File: src/rtl/if_id_skid_reg_pkg.sv
// Shared pipeline definitions for the IF/ID skid register and later stages.
//
// Contents:
//   - MIPS instruction field bit positions (HI/LO pairs), used by every
//     stage that slices a 32-bit instruction word.
//   - NOP_INSN_DEFAULT: encoding presented on the IF/ID output when no
//     valid instruction is held.
//   - Occupancy state encoding of the skid register. The encoding is
//     {skid_valid, main_valid}, so each state bit is also a valid flag.
package if_id_skid_reg_pkg;

    localparam int OP_HI   = 31;
    localparam int OP_LO   = 26;
    localparam int RS_HI   = 25;
    localparam int RS_LO   = 21;
    localparam int RT_HI   = 20;
    localparam int RT_LO   = 16;
    localparam int RD_HI   = 15;
    localparam int RD_LO   = 11;
    localparam int FUNC_HI = 5;
    localparam int FUNC_LO = 0;
    localparam int IMM_HI  = 15;
    localparam int IMM_LO  = 0;
    localparam int ADR_HI  = 25;
    localparam int ADR_LO  = 0;

    localparam logic [31:0] NOP_INSN_DEFAULT = 32'h0000_0000;

    // Bit 1 = skid entry valid, bit 0 = main entry valid.
    // 2'b10 (skid valid without main) is illegal.
    typedef logic [1:0] skid_state_t;

    localparam skid_state_t ST_EMPTY = 2'b00;
    localparam skid_state_t ST_ONE   = 2'b01;
    localparam skid_state_t ST_FULL  = 2'b11;

endpackage

File: src/rtl/if_id_skid_reg_fields.sv
// mips_insn_fields: pure combinational slicing of a 32-bit MIPS instruction
// into its standard fields. Shared so ID/EX can reuse the same slicing.
//
// Ports:
//   insn  - 32-bit instruction word
//   op    - opcode         [31:26]
//   rs    - source reg     [25:21]
//   rt    - target reg     [20:16]
//   rd    - dest reg       [15:11]
//   func  - R-type funct   [5:0]
//   imm   - I-type imm     [15:0]
//   adr   - J-type target  [25:0]
module mips_insn_fields
    import if_id_skid_reg_pkg::*;
(
    input  logic [31:0] insn,
    output logic [5:0]  op,
    output logic [4:0]  rs,
    output logic [4:0]  rt,
    output logic [4:0]  rd,
    output logic [5:0]  func,
    output logic [15:0] imm,
    output logic [25:0] adr
);

    assign op   = insn[OP_HI:OP_LO];
    assign rs   = insn[RS_HI:RS_LO];
    assign rt   = insn[RT_HI:RT_LO];
    assign rd   = insn[RD_HI:RD_LO];
    assign func = insn[FUNC_HI:FUNC_LO];
    assign imm  = insn[IMM_HI:IMM_LO];
    assign adr  = insn[ADR_HI:ADR_LO];

endmodule

File: src/rtl/if_id_skid_reg.sv
// if_id_skid_reg: IF/ID pipeline register with valid/ready handshakes on
// both sides and a 2-entry skid buffer. in_ready comes straight from a flop
// (the skid-valid bit), so fetch never sees a combinational path from
// decode's out_ready. Flush turns everything held into bubbles; NOP_INSN is
// shown whenever no valid entry is at the head.
//
// Ports:
//   clk          - rising-edge clock
//   reset        - asynchronous, active-low reset
//   flush        - synchronous; drops held entries and same-cycle input
//   in_valid     - fetch offers in_insn / in_pc_plus4
//   in_ready     - stage can accept this cycle (registered)
//   in_insn      - fetched instruction
//   in_pc_plus4  - PC+4 of the fetched instruction
//   out_valid    - head entry valid for decode
//   out_ready    - decode consumes the head this cycle
//   out_insn     - head instruction, or NOP_INSN when out_valid=0
//   out_pc_plus4 - head PC+4 (0 after reset/flush until the next load)
//   op/rs/rt/rd/func/imm/adr - MIPS field slices of out_insn
module if_id_skid_reg
    import if_id_skid_reg_pkg::*;
#(
    parameter int                 INSN_W   = 32,
    parameter int                 PC_W     = 32,
    parameter logic [INSN_W-1:0]  NOP_INSN = INSN_W'(NOP_INSN_DEFAULT)
) (
    input  logic              clk,
    input  logic              reset,
    input  logic              flush,
    input  logic              in_valid,
    output logic              in_ready,
    input  logic [INSN_W-1:0] in_insn,
    input  logic [PC_W-1:0]   in_pc_plus4,
    output logic              out_valid,
    input  logic              out_ready,
    output logic [INSN_W-1:0] out_insn,
    output logic [PC_W-1:0]   out_pc_plus4,
    output logic [5:0]        op,
    output logic [4:0]        rs,
    output logic [4:0]        rt,
    output logic [4:0]        rd,
    output logic [5:0]        func,
    output logic [15:0]       imm,
    output logic [25:0]       adr
);

    skid_state_t       state_q, state_d;
    logic [INSN_W-1:0] m_insn_q, m_insn_d;
    logic [PC_W-1:0]   m_pc_q, m_pc_d;
    logic [INSN_W-1:0] s_insn_q, s_insn_d;
    logic [PC_W-1:0]   s_pc_q, s_pc_d;

    logic m_v;
    logic s_v;
    logic acc;
    logic pop;
    logic [31:0] field_src;

    assign m_v = state_q[0];
    assign s_v = state_q[1];
    assign acc = in_valid & in_ready;
    assign pop = out_valid & out_ready;

    // State and data registers.
    always_ff @(posedge clk or negedge reset) begin
        if (!reset) begin
            state_q  <= ST_EMPTY;
            m_insn_q <= '0;
            m_pc_q   <= '0;
            s_insn_q <= '0;
            s_pc_q   <= '0;
        end else begin
            state_q  <= state_d;
            m_insn_q <= m_insn_d;
            m_pc_q   <= m_pc_d;
            s_insn_q <= s_insn_d;
            s_pc_q   <= s_pc_d;
        end
    end

    // Next occupancy state. Flush wins over any handshake.
    always_comb begin
        state_d = state_q;
        if (flush) begin
            state_d = ST_EMPTY;
        end else begin
            unique case (state_q)
                ST_EMPTY: if (acc) state_d = ST_ONE;
                ST_ONE: begin
                    if (acc && !pop)      state_d = ST_FULL;
                    else if (!acc && pop) state_d = ST_EMPTY;
                end
                ST_FULL:  if (pop) state_d = ST_ONE;
                default:  state_d = ST_EMPTY;
            endcase
        end
    end

    // Data path. The main entry is always the head; the skid entry only
    // catches the input that arrived while decode was stalled. When the
    // buffer empties the main data is left in place and masked by m_v,
    // which keeps out_pc_plus4 showing the last head as the interface expects.
    always_comb begin
        m_insn_d = m_insn_q;
        m_pc_d   = m_pc_q;
        s_insn_d = s_insn_q;
        s_pc_d   = s_pc_q;
        if (flush) begin
            m_pc_d = '0;
            s_pc_d = '0;
        end else begin
            unique case (state_q)
                ST_EMPTY: begin
                    if (acc) begin
                        m_insn_d = in_insn;
                        m_pc_d   = in_pc_plus4;
                    end
                end
                ST_ONE: begin
                    if (acc && pop) begin
                        m_insn_d = in_insn;
                        m_pc_d   = in_pc_plus4;
                    end else if (acc) begin
                        s_insn_d = in_insn;
                        s_pc_d   = in_pc_plus4;
                    end
                end
                ST_FULL: begin
                    if (pop) begin
                        m_insn_d = s_insn_q;
                        m_pc_d   = s_pc_q;
                    end
                end
                default: begin
                    m_insn_d = m_insn_q;
                end
            endcase
        end
    end

    // Outputs are decoded from the flops only.
    always_comb begin
        in_ready     = ~s_v;
        out_valid    = m_v;
        out_insn     = m_v ? m_insn_q : NOP_INSN;
        out_pc_plus4 = m_pc_q;
    end

    assign field_src = 32'(out_insn);

    mips_insn_fields u_fields (
        .insn (field_src),
        .op   (op),
        .rs   (rs),
        .rt   (rt),
        .rd   (rd),
        .func (func),
        .imm  (imm),
        .adr  (adr)
    );

    // Protocol checks: illegal state never reached, and the head is held
    // steady while decode stalls.
    a_no_illegal_state: assert property (
        @(posedge clk) disable iff (!reset) state_q != 2'b10
    );

    a_head_stable: assert property (
        @(posedge clk) disable iff (!reset)
        (out_valid && !out_ready && !flush) |=> (out_valid && $stable(out_insn))
    );

endmodule

File: config.mk
export PLATFORM = sky130hd
export DESIGN_NAME = if_id_skid_reg
export DESIGN_NICKNAME = d
export VERILOG_FILES = /design/src/rtl/if_id_skid_reg_pkg.sv /design/src/rtl/if_id_skid_reg_fields.sv /design/src/rtl/if_id_skid_reg.sv
export SDC_FILE = /design/constraint.sdc
export NUM_CORES = 1
export LEC_CHECK = 0
export ABC_AREA = 1
export CAP_MARGIN = 20
export CORE_MARGIN = 2
export CORE_UTILIZATION = 40
export CTS_BUF_LIST = sky130_fd_sc_hd__clkbuf_16
export CTS_CLUSTER_SIZE = 20
export DETAILED_ROUTE_END_ITERATION = 8
export GPL_TIMING_DRIVEN = 1
export PLACE_DENSITY = 0.69
export SLEW_MARGIN = 15
export SYNTH_ARGS = -nofsm -noshare
export SYNTH_HDL_FRONTEND = slang
export SYNTH_SLANG_ARGS = --single-unit
File: constraint.sdc
create_clock -name clk -period 2 [get_ports clk]
set_input_delay 0.6 -clock clk [delete_from_list [all_inputs] [get_ports clk]]
set_output_delay 0.6 -clock clk [all_outputs]
set_load 0.1 [all_outputs]
==> reports/summary.json, run 1 <==
{
  "outcome": {"value": "complete, but fails checks"},
  "failed_checks": {"value": "negative setup slack"},
  "critPathLaunch": {"value": "state_q[0]"},
  "max_slew.worst_pin.slew": {"value": 0.517, "unit": "ns"},
  "path_clk_slew": {"value": 0.06, "unit": "ns"},
  "postLayoutSetupSlackWorst": {"value": -0.230, "unit": "ns"},
  "antenna_violations_before_repair": {"value": 0},
  "netlist_area": {"value": 6930, "unit": "um2"},
  "initial_core_util": {"value": 0.405},
  "std_cell_rows": {"value": 48},
  "synth_seq_area_share": {"value": 0.469},
  "setup_repair_after_global_routing_missed_its_margin": {"value": "yes"},
  "maxSlewHeadroom": {"value": 0.655},
  "period_minus_slack": {"value": 2.23, "unit": "ns"},
  "number_of_antenna_repair_diodes": {"value": 0},
  "crit_path_cell_trace": {"value": "buf_12, nand2_2, clkinvlp_4, buf_12"},
  "synth.net_count": {"value": 952},
  "worst_path_dominant_cell_family": {"value": "buffers and inverters"},
  "critPathMostFrequentCell": {"value": "sky130_fd_sc_hd__buf_12"},
  "yosysUniqueCellTypes": {"value": 23},
  "critical_path_peak_fanout": {"value": 20},
  "path_class": {"value": "register to output pin"},
  "achievable-frequency": {"value": 449, "unit": "MHz"},
  "globalRouteTotalUtil": {"value": 0.202},
  "regToRegStartpoint": {"value": "state_q[0]"},
  "core_region_area": {"value": 17100, "unit": "um2"},
  "finalCritPeriodShare": {"value": 1.11},
  "yosys_register_bits": {"value": 130},
  "drt_drc_violations_left": {"value": 0},
  "globalRoute.totalOverflow": {"value": 0},
  "post_syn_area_per_cell": {"value": 7.89, "unit": "um2"},
  "cts_htree_levels": {"value": 4},
  "hold_slack": {"value": 0.0785, "unit": "ns"},
  "worstPathBufferInverterCount": {"value": 3},
  "mostFrequentLayoutCells": {"value": "sky130_fd_sc_hd__nand2_1, sky130_fd_sc_hd__buf_12, sky130_fd_sc_hd__dfrtp_1"},
  "yosysWarningCount": {"value": 0},
  "critical-path-slowest-cell": {"value": "sky130_fd_sc_hd__dfrtp_4"},
  "fillerInstances": {"value": 1369},
  "drt-pass1-iter-count": {"value": 5},
  "post_drt_via_cell_ratio": {"value": 4.79},
  "floorplan.die_area": {"value": 18400, "unit": "um2"},
  "final_layout_size_suffix_gt1_frac": {"value": 0.270},
  "finalNetCount": {"value": 1091},
  "setup_viol": {"value": 102},
  "synthesis.instances": {"value": 878},
  "min_path_type": {"value": "primary input to asynchronous set/reset pin"},
  "routedWlPerCell": {"value": 14.3, "unit": "um"},
  "grt_pass1_vias": {"value": 5991},
  "crit_arrival": {"value": 1.63, "unit": "ns"},
  "critPathLaunchType": {"value": "register"},
  "routed_wirelength": {"value": 17900, "unit": "um"},
  "critical-path-max-stage-delay": {"value": 0.51, "unit": "ns"},
  "die_boundary_height": {"value": 136, "unit": "um"},
  "grt_start_max_net_pins": {"value": 65},
  "weighted_congestion_reported_at_the_end_of_routability_driven_placement": {"value": 0.797},
  "grt_pass1_wl": {"value": 29800, "unit": "um"},
  "root_buffer": {"value": "sky130_fd_sc_hd__clkbuf_16"},
  "ioPinCount": {"value": 204},
  "worst-path-stages": {"value": 4},
  "floorplan.die.width": {"value": 136, "unit": "um"},
  "dp_hpwl": {"value": 12600, "unit": "um"},
  "antenna_nets_post_route": {"value": 0},
  "worstPathRequired": {"value": 1.40, "unit": "ns"},
  "fin_skew": {"value": 0.0111, "unit": "ns"},
  "timing.critical_path.to_type": {"value": "output pin"},
  "port_buffers": {"value": 203},
  "mostFrequentLayoutCell": {"value": "sky130_fd_sc_hd__nand2_1"},
  "cap_viol_max_count": {"value": 0},
  "finalHoldViolCount": {"value": 0},
  "cts_buffers": {"value": 17},
  "slew_viol_final": {"value": 0},
  "clkLatencyLatePin": {"value": 0.41, "unit": "ns"},
  "timing.reg2reg.worst_path_depth": {"value": 6},
  "number_of_vias_after_detailed_routing": {"value": 6015},
  "detailedRoute.firstIterationViolations": {"value": 414},
  "max-clock-path-buffers": {"value": 2},
  "numClockSinks": {"value": 130},
  "cts_tree": {"value": "built"},
  "area_growth_syn_to_layout": {"value": 59.2, "unit": "%"}
}
[Yosys cell counts (all sizes together)]
master  number  area share
nand4        2      0.0018
nand3       70       0.051
a21oi        5      0.0036
a211oi      27       0.029
o21ai      135       0.097
clkbuf      18       0.010
nor2        33       0.023
dfrtp      130        0.47
nand2      243        0.14
buf        106        0.11
ha           5      0.0090
inv        104       0.056
[final cells by class]
| cell class | count | area [um2] | share of cell area |
|---|---|---|---|
| clock buffer | 17 | 425 | 0.0386 |
| clock inverter | 15 | 144 | 0.0130 |
| inverter | 104 | 513 | 0.0465 |
| multi-input combinational | 520 | 2520 | 0.228 |
| sequential | 130 | 3260 | 0.295 |
| tap | 225 | 282 | 0.0255 |
| timing repair buffer | 244 | 3900 | 0.353 |
[final timing paths]
path / end / slack, ns
max in group asynchronous: m_insn_q[25] / 1.37
min in group clk: m_insn_q[20] / 0.47
max: out_insn[11] / -0.23
max reg2reg: m_insn_q[7] / 0.14
min: out_pc_plus4[23] / 0.08
min reg2reg: m_insn_q[20] / 0.47
[metal layers]
layer	GRT usage	routed length, um	vias to the layer above
met5	0	0	-
met4	0.0613	238	0
met3	0.0464	1190	17
met2	0.328	8740	201
met1	0.269	7780	2812
li1	-	-	2985
[kinds of logic (layout without fill, tap and decap cells)]
| family | after synthesis | after routing | share of synthesized area |
|---|---|---|---|
| and+or+nand+nor | 348 | 348 | 0.212 |
| adders and majority gates | 5 | 5 | 0.00903 |
| AOI/OAI and AO/OA | 167 | 167 | 0.130 |
| buffers and inverters | 228 | 380 | 0.180 |
| DFF | 130 | 130 | 0.469 |
[worst register-to-register path: stages, from the launching register on]
cell	delay (ns)
sky130_fd_sc_hd__dfrtp_4	0.45
sky130_fd_sc_hd__buf_4	0.15
sky130_fd_sc_hd__ha_2	0.24
sky130_fd_sc_hd__buf_4	0.46
sky130_fd_sc_hd__o21ai_0	0.25
sky130_fd_sc_hd__nand3_1	0.13
sky130_fd_sc_hd__nand2_1	0.06
[per-stage QoR]
stage          instances  setup TNS, ns   util  worst slack (ns)  cell area (um2)
2_1_floorplan        878         -35.20      -            -0.492             7560
3_3_place_gp        1220          -2.35  0.607           -0.0639            10400
3_5_place_dp        1220          -4.83  0.607           -0.0995            10400
4_1_cts             1254         -20.39  0.642            -0.256            11000
5_1_grt             1255         -23.08  0.645            -0.277            11000
6_report            1255         -18.31  0.645            -0.230            11000
[sequential cells by signal, summed over array words and instances (netlist names)]
name and count:
state_q 2, m_insn_q 32, out_pc_plus4 32, s_pc_q 32, s_insn_q 32
[repair_timing]
item / 4_1_cts / 5_1_grt
cloned: 0 / 1
gates resized for setup: 9 / 5
endpoints found under the setup margin: 101 / 112
hold buffers: 0 / 0
setup buffers: 2 / 0
pin swaps: 0 / 1
Power of run 1 is left out: the tool's default activity adds up to more than one toggle a clock period on the data nets, which glitch-free logic cannot reach.
==> run 2, diff against run 1 <==
--- a/config.mk
+++ b/config.mk
@@ -13,6 +13,7 @@
 export CTS_CLUSTER_SIZE = 20
 export DETAILED_ROUTE_END_ITERATION = 8
 export GPL_TIMING_DRIVEN = 1
+export HOLD_SLACK_MARGIN = 0.06
 export PLACE_DENSITY = 0.69
 export SLEW_MARGIN = 15
 export SYNTH_ARGS = -nofsm -noshare
==> results of run 2 <==
Same layout as run 1: the final DEF is identical, and so are final timing and power.
Power of run 2 is left out for the same reason.
==> run 3, diff against run 2 <==
--- a/config.mk
+++ b/config.mk
@@ -15,6 +15,7 @@
 export GPL_TIMING_DRIVEN = 1
 export HOLD_SLACK_MARGIN = 0.06
 export PLACE_DENSITY = 0.69
+export SETUP_SLACK_MARGIN = 0.05
 export SLEW_MARGIN = 15
 export SYNTH_ARGS = -nofsm -noshare
 export SYNTH_HDL_FRONTEND = slang
==> run 3 against run 2 <==
The flow still finishes with violations (negative setup slack). Register-to-register slack got worse by 0.10 ns. Final area rose by 2.5%. Flip-flop and latch count did not move. Global-route usage up 0.26 points. Hold slack better by 0.036 ns. Die area did not move. Sequential share of layout area down 0.72 points. Non-clock buffer count up 6. Critical path type unchanged.
==> reports/summary.json, run 3 (same netlist as run 1, synthesis figures left out) <==
{
  "fillerInstances": {"value": 1316, "change": "-3.9%"},
  "grt_util_met3": {"value": 0.0565, "change": "+0.0101"},
  "timing.critical_path.to_type": {"value": "output pin"},
  "critical_path_peak_fanout": {"value": 8, "change": "-60%"},
  "finalHoldViolCount": {"value": 0, "change": "unchanged"},
  "floorplan.die.width": {"value": 136, "unit": "um", "change": "unchanged"},
  "max-clock-path-buffers": {"value": 2, "change": "unchanged"},
  "path_clk_slew": {"value": 0.06, "unit": "ns", "change": "about the same"},
  "numClockSinks": {"value": 130, "change": "unchanged"},
  "routed_wirelength": {"value": 18700, "unit": "um", "change": "+4.0%"},
  "critPathLaunchType": {"value": "register"},
  "grt_start_max_net_pins": {"value": 65, "change": "unchanged"},
  "hold_slack": {"value": 0.115, "unit": "ns", "change": "+0.0364 ns"},
  "groute.layer.met1.usage": {"value": 0.267, "change": "-0.00176"},
  "std_cell_rows": {"value": 48, "change": "unchanged"},
  "period_minus_slack": {"value": 2.23, "unit": "ns", "change": "-0.00283 ns"},
  "initial_core_util": {"value": 0.405, "change": "unchanged"},
  "antenna_violations_before_repair": {"value": 0, "change": "unchanged"},
  "maxSlewHeadroom": {"value": 0.684, "change": "+0.0290"},
  "top_usage_layer": {"value": "met2"},
  "placed_cells_incl_taps": {"value": 1221, "change": "+0.082%"},
  "post_drt_via_cell_ratio": {"value": 4.87, "change": "+1.5%"},
  "slew_viol_final": {"value": 0, "change": "unchanged"},
  "clkLatencyLatePin": {"value": 0.41, "unit": "ns", "change": "about the same"},
  "fin_util": {"value": 0.661, "change": "+0.0162"},
  "final_layout_size_suffix_gt1_frac": {"value": 0.285, "change": "+0.0148"},
  "globalRouteTotalUtil": {"value": 0.204, "change": "+0.00256"},
  "floorplan.die_area": {"value": 18400, "unit": "um2", "change": "unchanged"},
  "die_boundary_height": {"value": 136, "unit": "um", "change": "unchanged"},
  "crit_arrival": {"value": 1.63, "unit": "ns", "change": "about the same"},
  "number_of_vias_after_detailed_routing": {"value": 6136, "change": "+2.0%"},
  "number_of_antenna_repair_diodes": {"value": 0, "change": "unchanged"},
  "worstPathRequired": {"value": 1.40, "unit": "ns", "change": "about the same"},
  "core_region_area": {"value": 17100, "unit": "um2", "change": "unchanged"},
  "cts_hold_buf": {"value": 0, "change": "unchanged"},
  "max_slew.worst_pin.slew": {"value": 0.473, "unit": "ns", "change": "-0.0435 ns"},
  "setup_repair_after_global_routing_missed_its_margin": {"value": "yes"},
  "mostFrequentLayoutCell": {"value": "sky130_fd_sc_hd__nand2_1"},
  "min_path_type": {"value": "primary input to asynchronous set/reset pin"},
  "postLayoutSetupSlackWorst": {"value": -0.227, "unit": "ns", "change": "+0.00283 ns"},
  "setup_viol": {"value": 102, "change": "unchanged"},
  "cap_viol_max_count": {"value": 0, "change": "unchanged"},
  "path_class": {"value": "register to output pin"},
  "weighted_congestion_reported_at_the_end_of_routability_driven_placement": {"value": 0.847, "change": "+6.3%"},
  "globalRoute.totalOverflow": {"value": 0, "change": "unchanged"},
  "mostFrequentLayoutCells": {"value": "sky130_fd_sc_hd__nand2_1, sky130_fd_sc_hd__buf_12, sky130_fd_sc_hd__dfrtp_1"},
  "finish.instance_area": {"value": 11300, "unit": "um2", "change": "+2.5%"},
  "drt-pass1-iter-count": {"value": 5, "change": "unchanged"},
  "cts_buffers": {"value": 17, "change": "unchanged"},
  "achievable-frequency": {"value": 449, "unit": "MHz", "change": "+0.13%"},
  "grt_pass1_wl": {"value": 29900, "unit": "um", "change": "+0.21%"},
  "grt_pass1_vias": {"value": 6000, "change": "+0.15%"},
  "root_buffer": {"value": "sky130_fd_sc_hd__clkbuf_16"},
  "routedWlPerCell": {"value": 14.8, "unit": "um", "change": "+3.5%"},
  "globalRouteMet2Util": {"value": 0.332, "change": "+0.00421"},
  "instances_no_fill": {"value": 1261, "change": "+0.48%"},
  "dpl-instance-area": {"value": 10400, "unit": "um2", "change": "about the same"},
  "outcome": {"value": "complete, but fails checks"},
  "drt_drc_violations_left": {"value": 0, "change": "unchanged"},
  "failed_checks": {"value": "negative setup slack"},
  "finalCritPeriodShare": {"value": 1.11, "change": "-0.00142"},
  "detailedRoute.firstIterationViolations": {"value": 371, "change": "-10%"},
  "antenna_nets_post_route": {"value": 0, "change": "unchanged"},
  "ioPinCount": {"value": 204, "change": "unchanged"},
  "fin_skew": {"value": 0.0103, "unit": "ns", "change": "-0.000758 ns"},
  "port_buffers": {"value": 203, "change": "unchanged"},
  "cts_htree_levels": {"value": 4, "change": "unchanged"},
  "finalNetCount": {"value": 1097, "change": "+0.55%"},
  "dp_hpwl": {"value": 12800, "unit": "um", "change": "+1.0%"},
  "cts_tree": {"value": "built"},
  "area_growth_syn_to_layout": {"value": 63.2, "unit": "%"}
}
==> run 3: cell type report <==
class                           instances  area [um2]  area share
Clock buffer                           17         425      0.0376
Clock inverter                         15         191      0.0169
Inverter                              104         513      0.0453
Multi-Input combinational cell        520        2630       0.232
Sequential cell                       130        3260       0.288
Tap cell                              225         282      0.0249
Timing Repair Buffer                  250        4020       0.355
==> run 3: per-stage QoR <==
stage | TNS, ns | worst slack, ns
3_5_place_dp | -10.69 | -0.137
5_1_grt | -27.11 | -0.294
6_report | -18.66 | -0.227
2_1_floorplan | -35.20 | -0.492
3_3_place_gp | -6.74 | -0.0936
4_1_cts | -20.99 | -0.260
==> run 3: repair_timing <==
action,4_1_cts,5_1_grt
setup endpoints to repair,101,165
pin swaps,1,2
gates resized for setup,22,25
gates cloned,0,5
setup buffers,1,2
==> run 3: layer usage <==
layer | vias to the layer above | part of all wire
met5 | - | 0
met4 | 0 | 0.012
met3 | 18 | 0.069
met2 | 219 | 0.48
met1 | 2883 | 0.44
li1 | 3016 | -
==> run 3: path summary, 6_finish.rpt <==
| check | from | to | slack [ns] | cells past startpoint |
|---|---|---|---|---|
| worst max-delay path | state_q[0] | func[3] | -0.23 | 4 |
| worst min register to register | m_insn_q[16] | m_insn_q[16] | 0.47 | 2 |
| max in group asynchronous | reset | s_insn_q[25] | 1.31 | 2 |
| min in group clk | m_insn_q[16] | m_insn_q[16] | 0.47 | 2 |
| worst max register to register | state_q[0] | out_pc_plus4[23] | 0.04 | 11 |
| worst min-delay path | reset | out_pc_plus4[23] | 0.11 | 1 |
==> run 3: critical path, stage by stage (launching register included) <==
cell and delay [ns]:
sky130_fd_sc_hd__dfrtp_4 0.52, sky130_fd_sc_hd__buf_12 0.17, sky130_fd_sc_hd__nand2_4 0.07, sky130_fd_sc_hd__clkinvlp_4 0.21
sky130_fd_sc_hd__buf_12 0.24
Power of run 3 is left out for the same reason.
==> variant, RTL diff (config.mk and constraints of run 1) <==
Make the reset (`reset`) synchronous in one clocked block. Comments in the files are not updated.
--- a/src/rtl/if_id_skid_reg.sv
+++ b/src/rtl/if_id_skid_reg.sv
@@ -63,5 +63,5 @@
 
     // State and data registers.
-    always_ff @(posedge clk or negedge reset) begin
+    always_ff @(posedge clk) begin
         if (!reset) begin
             state_q  <= ST_EMPTY;
Function: differs if reset is asserted again (counterexample within 4 cycles, from zero or initial values and one cycle with reset low); with reset held inactive, the same outputs for 4 cycles.
==> variant against run 1 <==
- critical endpoint is now rd[0]
- sequential share of layout area fell by 5.9 points
- maximum frequency rose by 6.3%
- sequential cell count did not move
- critical path depth did not move
- area after synthesis fell by 2.1%
- synthesized cell count rose by 17%
- final area fell by 0.17%
- wire length rose by 7.1%
- the flow still finishes with violations (negative setup slack)
- worst setup slack improved by 0.13 ns
- highest routed layer unchanged
- first-iteration DRC count rose by 8.7%
==> variant: results (changes against run 1) <==
Status
  • Run status: complete, but fails checks
  • Failing checks: negative setup slack

Place
  • Dpl cells: 1,347 (+10%)
  • Dpl ws: -0.102 ns (-0.00206 ns)
  • HPWL Detailed: 12,200 um (-3.1%)
  • GPL Wtd Cong: 0.819 (+2.8%)

Hold path
  • Worst Hold Class: flop to flop

CTS
  • CTS H-tree depth: 4 (unchanged)
  • Clk pin slew, worst setup/hold paths: 0.06 ns (about the same)
  • CTS root buffer: clkbuf_16
  • Bufs on Longest Clock Path: 2 (unchanged)

Timing
  • Final TNS setup: -5.07 ns (+13.25 ns)
  • Slew @ Worst Pin: 0.565 ns (+0.0479 ns)
  • Fin worst setup slack: -0.0970 ns (+0.133 ns)
  • Skew final: 0.00564 ns (-0.00546 ns)
  • Max Transition Viols Final: 0 (unchanged)
  • Final setup vio count: 97 (-4.9%)

Setup path
  • WP data arrival: 1.50 ns (-0.13 ns)
  • CP Max Fanout: 8 (-60%)
  • End of the critical path: rd[0]
  • R2R setup slack: 0.13 ns
  • Worst R2R Start: state_q[0]
  • Worst reg2reg path depth: 11 (+5)
  • Worst r2r dst: m_insn_q[9]

Global routing
  • Vias in the first global route: 6,331 (+5.7%)
  • Met1 Use GR: 24.7% (-2.2 points)
  • Met2 Track Usage GR: 36.1% (+3.4 points)
  • All-Layer GR Usage: 20.8% (+0.59 points)
  • Largest net degree at the start of global routing: 75 (+15%)
  • First-pass GRT wire length: 30,500 um (+2.4%)
  • Met3 Use GR: 5.03% (+0.39 points)

Logic synthesis
  • Mean Syn Cell Area: 6.61 sq um (-16%)
  • Ys async rst share: 0% (-100 points)
  • Yosys warnings: 0 (unchanged)
  • Yosys cell types: 24 (+4.3%)
  • Mapped Nets: 1,101 (+16%)
  • Most frequent cells after synthesis: 222 x nand2_1, 188 x nor2_1, 130 x dfxtp_1
  • Largest cells by area after synthesis: dfxtp_1 38%, nand2_1 12%, nor2_1 10%
  • Register area share after synthesis: 38.4% (-8.6 points)
  • Post-synth top flop: dfxtp_1

Finish
  • Antenna Cells: 0 (unchanged)
  • Layout cells sized above 1: 25.5% (-1.5 points)
  • Fill count: 1,343 (-1.9%)
  • Final #Nets: 1,227 (+12%)

Drt
  • DR iter-0 viols: 450 (+8.7%)
  • Wire per inst: 13.9 um (-2.9%)
  • Vias: 6,546 (+8.8%)
  • Drt via density: 4.73 (-1.4%)
variant: changes by cell type in the layout (fill, tap and decap cells not counted), moves of 32 or more:
cell / before / now
nor2_1: 28 / 186
dfrtp_1: 129 / 0
dfxtp_1: 0 / 129
o21ai_0: 103 / 58
a21oi_1: 5 / 49
a21boi_1: 0 / 32
variant: area by class of cell:
| type | instances | area (sq um) | area share [%] |
|---|---|---|---|
| Inverter | 123 | 589 | 5.35 |
| Clock buffer | 17 | 425 | 3.86 |
| Tap cell | 220 | 275 | 2.50 |
| Timing Repair Buffer | 238 | 3920 | 35.6 |
| Sequential cell | 130 | 2610 | 23.7 |
| Multi-Input combinational cell | 643 | 3070 | 27.9 |
| Clock inverter | 14 | 121 | 1.10 |
variant: worst min path at each step:
stage                       to  slack [ns]  cells after the start
floorplan           s_pc_q[15]        0.44                      2
CTS                 s_pc_q[25]        0.46                      2
global route        s_pc_q[25]        0.49                      2
global placement    s_pc_q[25]        0.45                      2
finish              s_pc_q[25]        0.46                      2
detailed placement  s_pc_q[25]        0.46                      2
variant: critical path, cell delays in order (launching register included):
cell and delay [ns]:
dfxtp_4 0.40, buf_12 0.17, nand2_4 0.06, clkinvlp_4 0.20, buf_12 0.24
variant: per-layer routing:
metal / part of all wire, % / vias to the layer above
met5: 0 / -
met4: 2.1 / 0
met3: 7.5 / 27
met2: 49 / 232
met1: 41 / 2955
li1: - / 3332
variant: logic make-up after synthesis:
family                   share of synthesized area [%]
flip-flops                                        38.4
AND/OR/NAND/NOR                                   28.3
buffers and inverters                             18.9
AO/OA/AOI/OAI                                     13.4
adder cells (fa/ha/maj)                          0.922
variant: repair_timing:
action | CTS | global route
pin swaps | 2 | 0
cloned | 2 | 3
resized for setup | 28 | 16
setup buffers | 2 | 0
setup endpoints to repair | 101 | 172
hold buffers | 0 | 0
variant: metrics by stage:
step | hold slack (ns) | area [sq um]
2_1_floorplan | 0.440 | 7540
3_3_place_gp | 0.450 | 10200
3_5_place_dp | 0.457 | 10200
4_1_cts | 0.464 | 10900
5_1_grt | 0.490 | 11000
6_report | 0.464 | 11000
variant: where the power goes:
group | internal [mW] | switching, mW
clock network | 1.79 | 1.11
logic | 0.752 | 1.21
registers | 2.72 | 0.110
